## config.mk

```make
export PLATFORM = sky130hd
export DESIGN_NAME = sha256_padder
export DESIGN_NICKNAME = d
export VERILOG_FILES = /design/src/rtl/sha256_pkg.sv /design/src/rtl/sha256_pad_mask.sv /design/src/rtl/sha256_padder.sv
export SDC_FILE = /design/constraint.sdc
export NUM_CORES = 1
export LEC_CHECK = 0
export ABC_AREA = 1
export CAP_MARGIN = 10
export CORE_MARGIN = 10
export CORE_UTILIZATION = 30
export DETAILED_ROUTE_END_ITERATION = 10
export GPL_TIMING_DRIVEN = 0
export HOLD_SLACK_MARGIN = 0.02
export PLACE_DENSITY_LB_ADDON = 0.12
export SLEW_MARGIN = 20
export SYNTH_ARGS = -nofsm -noshare
export SYNTH_HDL_FRONTEND = slang
export SYNTH_HIERARCHICAL = 1
export SYNTH_SLANG_ARGS = --single-unit
export TNS_END_PERCENT = 1
```

## constraint.sdc

```tcl
create_clock -name CLK -period 51 [get_ports CLK]
set_input_delay 10.2 -clock CLK [delete_from_list [all_inputs] [get_ports CLK]]
set_output_delay 10.2 -clock CLK [all_outputs]
set_load 0.05 [all_outputs]
```

## src/rtl/sha256_pkg.sv

```systemverilog
// Shared constants and state encoding for the SHA-256 message front-end.
package sha256_pkg;

    localparam int       BLK_W          = 512;
    localparam int       LEN_FIELD_W    = 64;
    localparam int       BLK_BYTES      = BLK_W / 8;
    localparam logic [7:0] PAD_MARK     = 8'h80;
    // Highest byte slot that still leaves room for the 64-bit length field.
    localparam int       LAST_DATA_SLOT = 55;

    typedef enum logic [2:0] {
        ST_FILL,
        ST_PAD,
        ST_ISSUE,
        ST_WAIT,
        ST_TAIL
    } pad_state_t;

endpackage

```

## src/rtl/sha256_pad_mask.sv

```systemverilog
// Per-byte keep mask and 0x80 marker placement for a given byte slot.
// Bytes below idx are kept, byte idx receives the marker, the rest clear.
module sha256_pad_mask
    import sha256_pkg::*;
(
    input  logic [5:0]       idx,
    output logic [BLK_W-1:0] keep,
    output logic [BLK_W-1:0] mark
);

    genvar gi;
    generate
        for (gi = 0; gi < BLK_BYTES; gi++) begin : g_byte
            // Byte 0 sits in the most significant lane.
            assign keep[BLK_W-1-8*gi -: 8] = (6'(gi) < idx)  ? 8'hFF    : 8'h00;
            assign mark[BLK_W-1-8*gi -: 8] = (6'(gi) == idx) ? PAD_MARK : 8'h00;
        end
    endgenerate

endmodule

```

## src/rtl/sha256_padder.sv

```systemverilog
// Byte-stream front-end for the SHA-256 core: buffers message bytes,
// appends the 0x80 marker and bit length, and hands out 512-bit blocks
// one at a time, waiting for the core to finish each.
module sha256_padder
    import sha256_pkg::*;
#(
    parameter int LEN_W = 32
) (
    input  logic             CLK,
    input  logic             RST,
    input  logic             IN_VALID,
    input  logic [7:0]       IN_BYTE,
    input  logic             IN_LAST,
    output logic             IN_READY,
    output logic             BLK_START,
    output logic [BLK_W-1:0] BLK_DATA,
    output logic             BLK_FIRST,
    input  logic             BLK_DONE,
    output logic             MSG_DONE
);

    pad_state_t             state_reg;
    logic [5:0]             idx_reg;
    logic [LEN_W-1:0]       cnt_reg;
    logic [BLK_W-1:0]       blk_buf_reg;
    logic                   final_blk_reg;
    logic                   mark_pend_reg;
    logic                   closed_reg;     // IN_LAST already accepted
    logic                   first_reg;
    logic                   in_ready_reg;
    logic                   blk_start_reg;
    logic                   blk_first_reg;
    logic                   msg_done_reg;

    logic [BLK_W-1:0]       keep;
    logic [BLK_W-1:0]       mark;
    logic [BLK_W-1:0]       pad_word;
    logic [LEN_FIELD_W-1:0] len_field;

    // Idx is forced to 0 before TAIL, so the same mask serves PAD and TAIL.
    sha256_pad_mask u_mask (
        .idx  (idx_reg),
        .keep (keep),
        .mark (mark)
    );

    assign pad_word  = (blk_buf_reg & keep) | mark;
    assign len_field = LEN_FIELD_W'({cnt_reg, 3'b000});

    assign IN_READY  = in_ready_reg;
    assign BLK_START = blk_start_reg;
    assign BLK_DATA  = blk_buf_reg;
    assign BLK_FIRST = blk_first_reg;
    assign MSG_DONE  = msg_done_reg;

    // Padder FSM with all outputs registered.
    always_ff @(posedge CLK or posedge RST) begin
        if (RST) begin
            state_reg     <= ST_FILL;
            idx_reg       <= '0;
            cnt_reg       <= '0;
            blk_buf_reg   <= '0;
            final_blk_reg <= 1'b0;
            mark_pend_reg <= 1'b0;
            closed_reg    <= 1'b0;
            first_reg     <= 1'b1;
            in_ready_reg  <= 1'b1;
            blk_start_reg <= 1'b0;
            blk_first_reg <= 1'b0;
            msg_done_reg  <= 1'b0;
        end else begin
            blk_start_reg <= 1'b0;
            blk_first_reg <= 1'b0;
            msg_done_reg  <= 1'b0;
            case (state_reg)
                ST_FILL: begin
                    if (IN_VALID) begin
                        blk_buf_reg[BLK_W-1-8*int'(idx_reg) -: 8] <= IN_BYTE;
                        cnt_reg <= cnt_reg + LEN_W'(1);
                        idx_reg <= idx_reg + 6'd1;
                        if (IN_LAST)
                            closed_reg <= 1'b1;
                        if (idx_reg == 6'd63) begin
                            // Block is full: ship it now; a last byte here
                            // leaves the marker for a trailing block.
                            state_reg     <= ST_ISSUE;
                            final_blk_reg <= 1'b0;
                            mark_pend_reg <= IN_LAST;
                            in_ready_reg  <= 1'b0;
                            blk_start_reg <= 1'b1;
                            blk_first_reg <= first_reg;
                        end else if (IN_LAST) begin
                            state_reg    <= ST_PAD;
                            in_ready_reg <= 1'b0;
                        end
                    end
                end
                ST_PAD: begin
                    if (idx_reg <= 6'(LAST_DATA_SLOT)) begin
                        blk_buf_reg   <= {pad_word[BLK_W-1:LEN_FIELD_W], len_field};
                        final_blk_reg <= 1'b1;
                    end else begin
                        // No room for the length; it goes in a trailing block.
                        blk_buf_reg   <= pad_word;
                        final_blk_reg <= 1'b0;
                        mark_pend_reg <= 1'b0;
                    end
                    state_reg     <= ST_ISSUE;
                    blk_start_reg <= 1'b1;
                    blk_first_reg <= first_reg;
                end
                ST_ISSUE: begin
                    first_reg <= 1'b0;
                    state_reg <= ST_WAIT;
                end
                ST_WAIT: begin
                    if (BLK_DONE) begin
                        idx_reg <= '0;
                        if (final_blk_reg) begin
                            msg_done_reg  <= 1'b1;
                            cnt_reg       <= '0;
                            first_reg     <= 1'b1;
                            closed_reg    <= 1'b0;
                            final_blk_reg <= 1'b0;
                            mark_pend_reg <= 1'b0;
                            state_reg     <= ST_FILL;
                            in_ready_reg  <= 1'b1;
                        end else if (!closed_reg) begin
                            state_reg    <= ST_FILL;
                            in_ready_reg <= 1'b1;
                        end else begin
                            state_reg <= ST_TAIL;
                        end
                    end
                end
                ST_TAIL: begin
                    blk_buf_reg   <= {mark[BLK_W-1:LEN_FIELD_W] & {(BLK_W-LEN_FIELD_W){mark_pend_reg}},
                                      len_field};
                    final_blk_reg <= 1'b1;
                    state_reg     <= ST_ISSUE;
                    blk_start_reg <= 1'b1;
                    blk_first_reg <= first_reg;
                end
                default: begin
                    state_reg    <= ST_FILL;
                    in_ready_reg <= 1'b1;
                end
            endcase
        end
    end

endmodule

```

== After elaboration in Yosys (flattened, before gate mapping) ==
Index checks and enable logic that the tools add are counted.

* Register bits after elaboration: 561

* Add/sub/neg operators: 4
* $lt $le $gt $ge: 65
* Eq/ne operators: 76
* Shift operators: 2
* Multiplexer cells: 179
* Bitwise logic cells: 4
* Reduce and logical (&&, ||, !) cells: 18

{| class="wikitable"
|+ Operators by type and width
! kind !! number
|-
| case mux 512 bit (3 select lines) || 1
|-
| two-way mux 8 bit || 128
|-
| variable shift 8 x 33 -> 519 bit, first input constant || 1
|-
| indexed part select 8 x 33 -> 519 bit || 1
|-
| AND 512 bit || 1
|-
| bitwise mux 512 bit || 1
|-
| two-way mux 512 bit || 1
|-
| OR 512 bit || 1
|-
| AND 448 bit || 1
|-
| equality test 6 bit, first input constant || 32
|-
| less-than comparator 6 bit, first input constant || 32
|-
| equality test 5 x 6 -> 1 bit, first input constant || 16
|-
| less-than comparator 5 x 6 -> 1 bit, first input constant || 16
|-
| two-way mux 32 bit || 3
|-
| two-way mux 64 bit || 1
|-
| case mux 32 bit (2 select lines) || 1
|-
| equality test 4 x 6 -> 1 bit, first input constant || 8
|-
| less-than comparator 4 x 6 -> 1 bit, first input constant || 8
|-
| negator 10 -> 33 bit || 1
|-
| adder 32 x 1 -> 32 bit, second input constant || 1
|-
| two-way mux 1 bit || 26
|-
| equality test 3 x 6 -> 1 bit, first input constant || 4
|-
| less-than comparator 3 x 6 -> 1 bit, first input constant || 4
|-
| two-way mux 3 bit || 6
|-
| other kinds (32) || 53
|}

== Longest topological paths before layout ==
* Depth in word-level cells: 6
* Gate-level depth with buffers: 13

== By module ==
Netlist, hierarchy kept.

{| class="wikitable"
|+ By module, submodules not included
! module !! times used !! cells an instance !! area each (sq um) !! sequential area each (sq um)
|-
| sha256_padder || 1 || 5663 || 34953.5 || 14041.0
|-
| sha256_pad_mask || 1 || 1134 || 7925.1 || 0.0
|}

== Worst setup path after synthesis ==
No wires, ideal clock.

* Kind: input to register
* Start: in IN_VALID
* End: reg with a tool-made name
* Library setup time: 0.119 ns
* Arrival: 11.246 ns
* Setup slack: 39.634 ns
* Stages on the path: 10
* Cell sequence: inv_1 > nand2_1 > nand2_1 > buf_6 > buf_6 > a21oi_2 > buf_2 > nand2_1 > nand2_1 > nand2_1

{| class="wikitable"
|+ RTL lines
! what !! line !! text
|-
| from (decl) || sha256_padder.sv:11 || <nowiki>input logic IN_VALID,</nowiki>
|}

==> metrics.cfg <==
[run_status]
status=finished, final reports clean

[power]
p_sw_mw=1.963
max-vdd-ir-drop_mv=0.03692
clock_power_share_pct=16.7
switching_share_pct=55.76
p_seq_share_pct=20.3
internal-power_mw=1.557
combPwrFrac_pct=63.1
p_per_area_nw_per_um2=63.81
leakagePower_nw=28.62

[timing]
tns_ps=0
hold_viol=0
fin_crit_sh_pct=25.56
fmax_mhz=76.72
tightest_slew_ps=1254
period_needed_ps=13030
slew_headroom_pct=16.09
rsz0062_at_grt=no
maxSlewViolCount=0
fin_skew_ps=36.89
setup_viol=0

[route]
drc=0
wire_per_inst_microns=23.38
vias=45167
ant_nets=0
drt_pass1_iterations=5
drt_first_iter_violations=4171
viasPerCell=4.598
wl_microns=229700

[floorplan]
core_area_sq_um=141800
dieArea_sq_um=158500
rows=138
die_h_microns=398.1
die_w_microns=398.1
ioPinCount=529
initial_core_util_pct=30.25

[setup_path]
worstPathArrival_ps=13690
cp.required_ps=51660
crit_type=input port to flop
cp-start-kind=input port
critPathMaxFanout=5
crit_path_end_kind=flop

[layout]
drive_gt1_share_pct=16.24
final_common_cell=nand2_1
seq_area_sq_um=14040
final_cell_mix=nand2_1 (3401), buf_4 (908), dfrtp_1 (559)
area.growth.synth_to_final_pct=28.65
multiInputGateArea_sq_um=21540
fin_nets=7889
n_fill_cell=15457
final_util_pct=38.91

[grt]
track_usage_pct=27.94
first_global_vias=42263
grt_pass1_wl_microns=318400
antenna_found_initial=12
grt.overflow.total=0
grt_max_degree=92

[placed_design]
place_congestion=0.9916
dp_hpwl_microns=181700
port_buffers=528

[synth]
async_flop_share_pct=100.0
ys_warn_count=6
ys_dominant_reg_cell=dfrtp_1
synth.distinct_cells=39
syn_inst=6797
synth_seq_cells=561
yosysTopAreaCell=dfrtp_1
netlist_area_sq_um=42880
synthTopCellsByArea=dfrtp_1 (33%), nand2_1 (30%), buf_4 (16%)
seq_area_frac_synth_pct=32.75
avgSynthCellArea_sq_um=6.308
synth_edf_count=0
netlist.area_leader.share_pct=32.62

[clocking]
clockBufferDepth=3
cts_hold_buffers=0
clkLatencyLatePin_ps=720
ctsResizeCount=0
cts_tree=yes
clk_pin_slew_worst_paths_ps=60
htreeDepth=3
clock_sinks=561
post_cts_buffers=0
cts_root_buf=clkbuf_16
cts_buffers=79

[job]
drv_cap=0

[hold_path]
min_path_type=flop to flop

-- power by group through the flow --
stage               registers [mW]  clock network, mW  logic [mW]
floorplan                     1.12                  0       0.908
global placement             0.722                  0        2.18
detailed placement           0.720                  0        2.20
CTS                          0.714              0.599        2.20
global route                 0.726              0.614        2.34
finish                       0.713              0.587        2.22
-- path summary, 6_finish.rpt --
check                             start         to  slack [ps]  cells past startpoint
setup / recovery             IN_BYTE[1]       flop       37970                      9
hold / removal                 IN_READY   IN_READY         460                      2
setup reg to reg           state_reg[1]       flop       47260                     10
hold reg to reg                IN_READY   IN_READY         460                      2
max in group asynchronous           RST  async pin       39370                      5
min in group asynchronous           RST  async pin        9930                      2
-- kinds of logic after synthesis --
group,Yosys count,share of synthesized area (%)
xor gates and xnor gates,1,0.02043
AOI/OAI and AO/OA,525,6.843
buffers and inverters,1438,21.06
DFF,561,32.75
other,1,0.008746
and+or+nand+nor,4265,39.15
adders and majority gates,6,0.1751
-- critical path: stages --
cell             delay (ps)
clkdlybuf4s50_1         830
nand2_1                 250
nor2_1                  640
inv_1                   320
nor2_1                  630
nand2_1                 350
o21ai_0                 300
nand2_1                  80
nand2_1                  60
-- Yosys cell counts (4+ instances only) --
cell,instances
nand2_1,3401
buf_4,908
dfrtp_1,559
nor2_1,444
o21ai_0,326
nand3_1,268
inv_1,249
clkbuf_1,117
buf_2,106
a21oi_1,98
nand4_1,57
nor3_1,39
a21oi_2,32
buf_1,24
nor2_2,24
o211ai_1,20
inv_2,15
o31ai_1,15
nand2_2,14
o21ai_1,14
buf_6,10
a31oi_1,8
a21oi_4,6
ha_1,6
o21ai_2,5
clkinv_1,4
inv_4,4
nand2_4,4
nor2_4,4
nor2_8,4
-- metrics by stage --
stage | instance area (sq um) | instances | setup WS (ps) | hold slack (ps) | power (mW)
2_1_floorplan | 44590 | 7252 | 25110 | 452.1 | 2.024
3_3_place_gp | 52240 | 9670 | 15100 | 453.7 | 2.904
3_5_place_dp | 52500 | 9679 | 37600 | 453.4 | 2.915
4_1_cts | 55150 | 9821 | 38360 | 462.6 | 3.514
5_1_grt | 55160 | 9821 | 38240 | 479.0 | 3.682
6_report | 55160 | 9823 | 37970 | 460.7 | 3.520
-- final cells by class --
type,instances,area share [%]
Antenna cell,2,0.009073
Clock buffer,119,4.280
Inverter,273,1.903
Clock inverter,23,0.5353
Buffer,1165,14.50
Multi-Input combinational cell,5253,39.04
Timing Repair Buffer,537,9.987
Sequential cell,561,25.45
Tap cell,1890,4.287
-- per-layer routing --
metal / up-vias / wire length (microns) / share of wire, % / global-route usage, %
met3: 366 / 16730 / 7.3 / 6.420
met2: 1589 / 104500 / 45 / 45.39
met1: 21315 / 98390 / 43 / 35.60
met4: 10 / 10000 / 4.4 / 11.22
li1: 21887 / - / - / -
met5: - / 67 / 0.029 / 0
No activity file was read; power rests on OpenSTA's default activity.
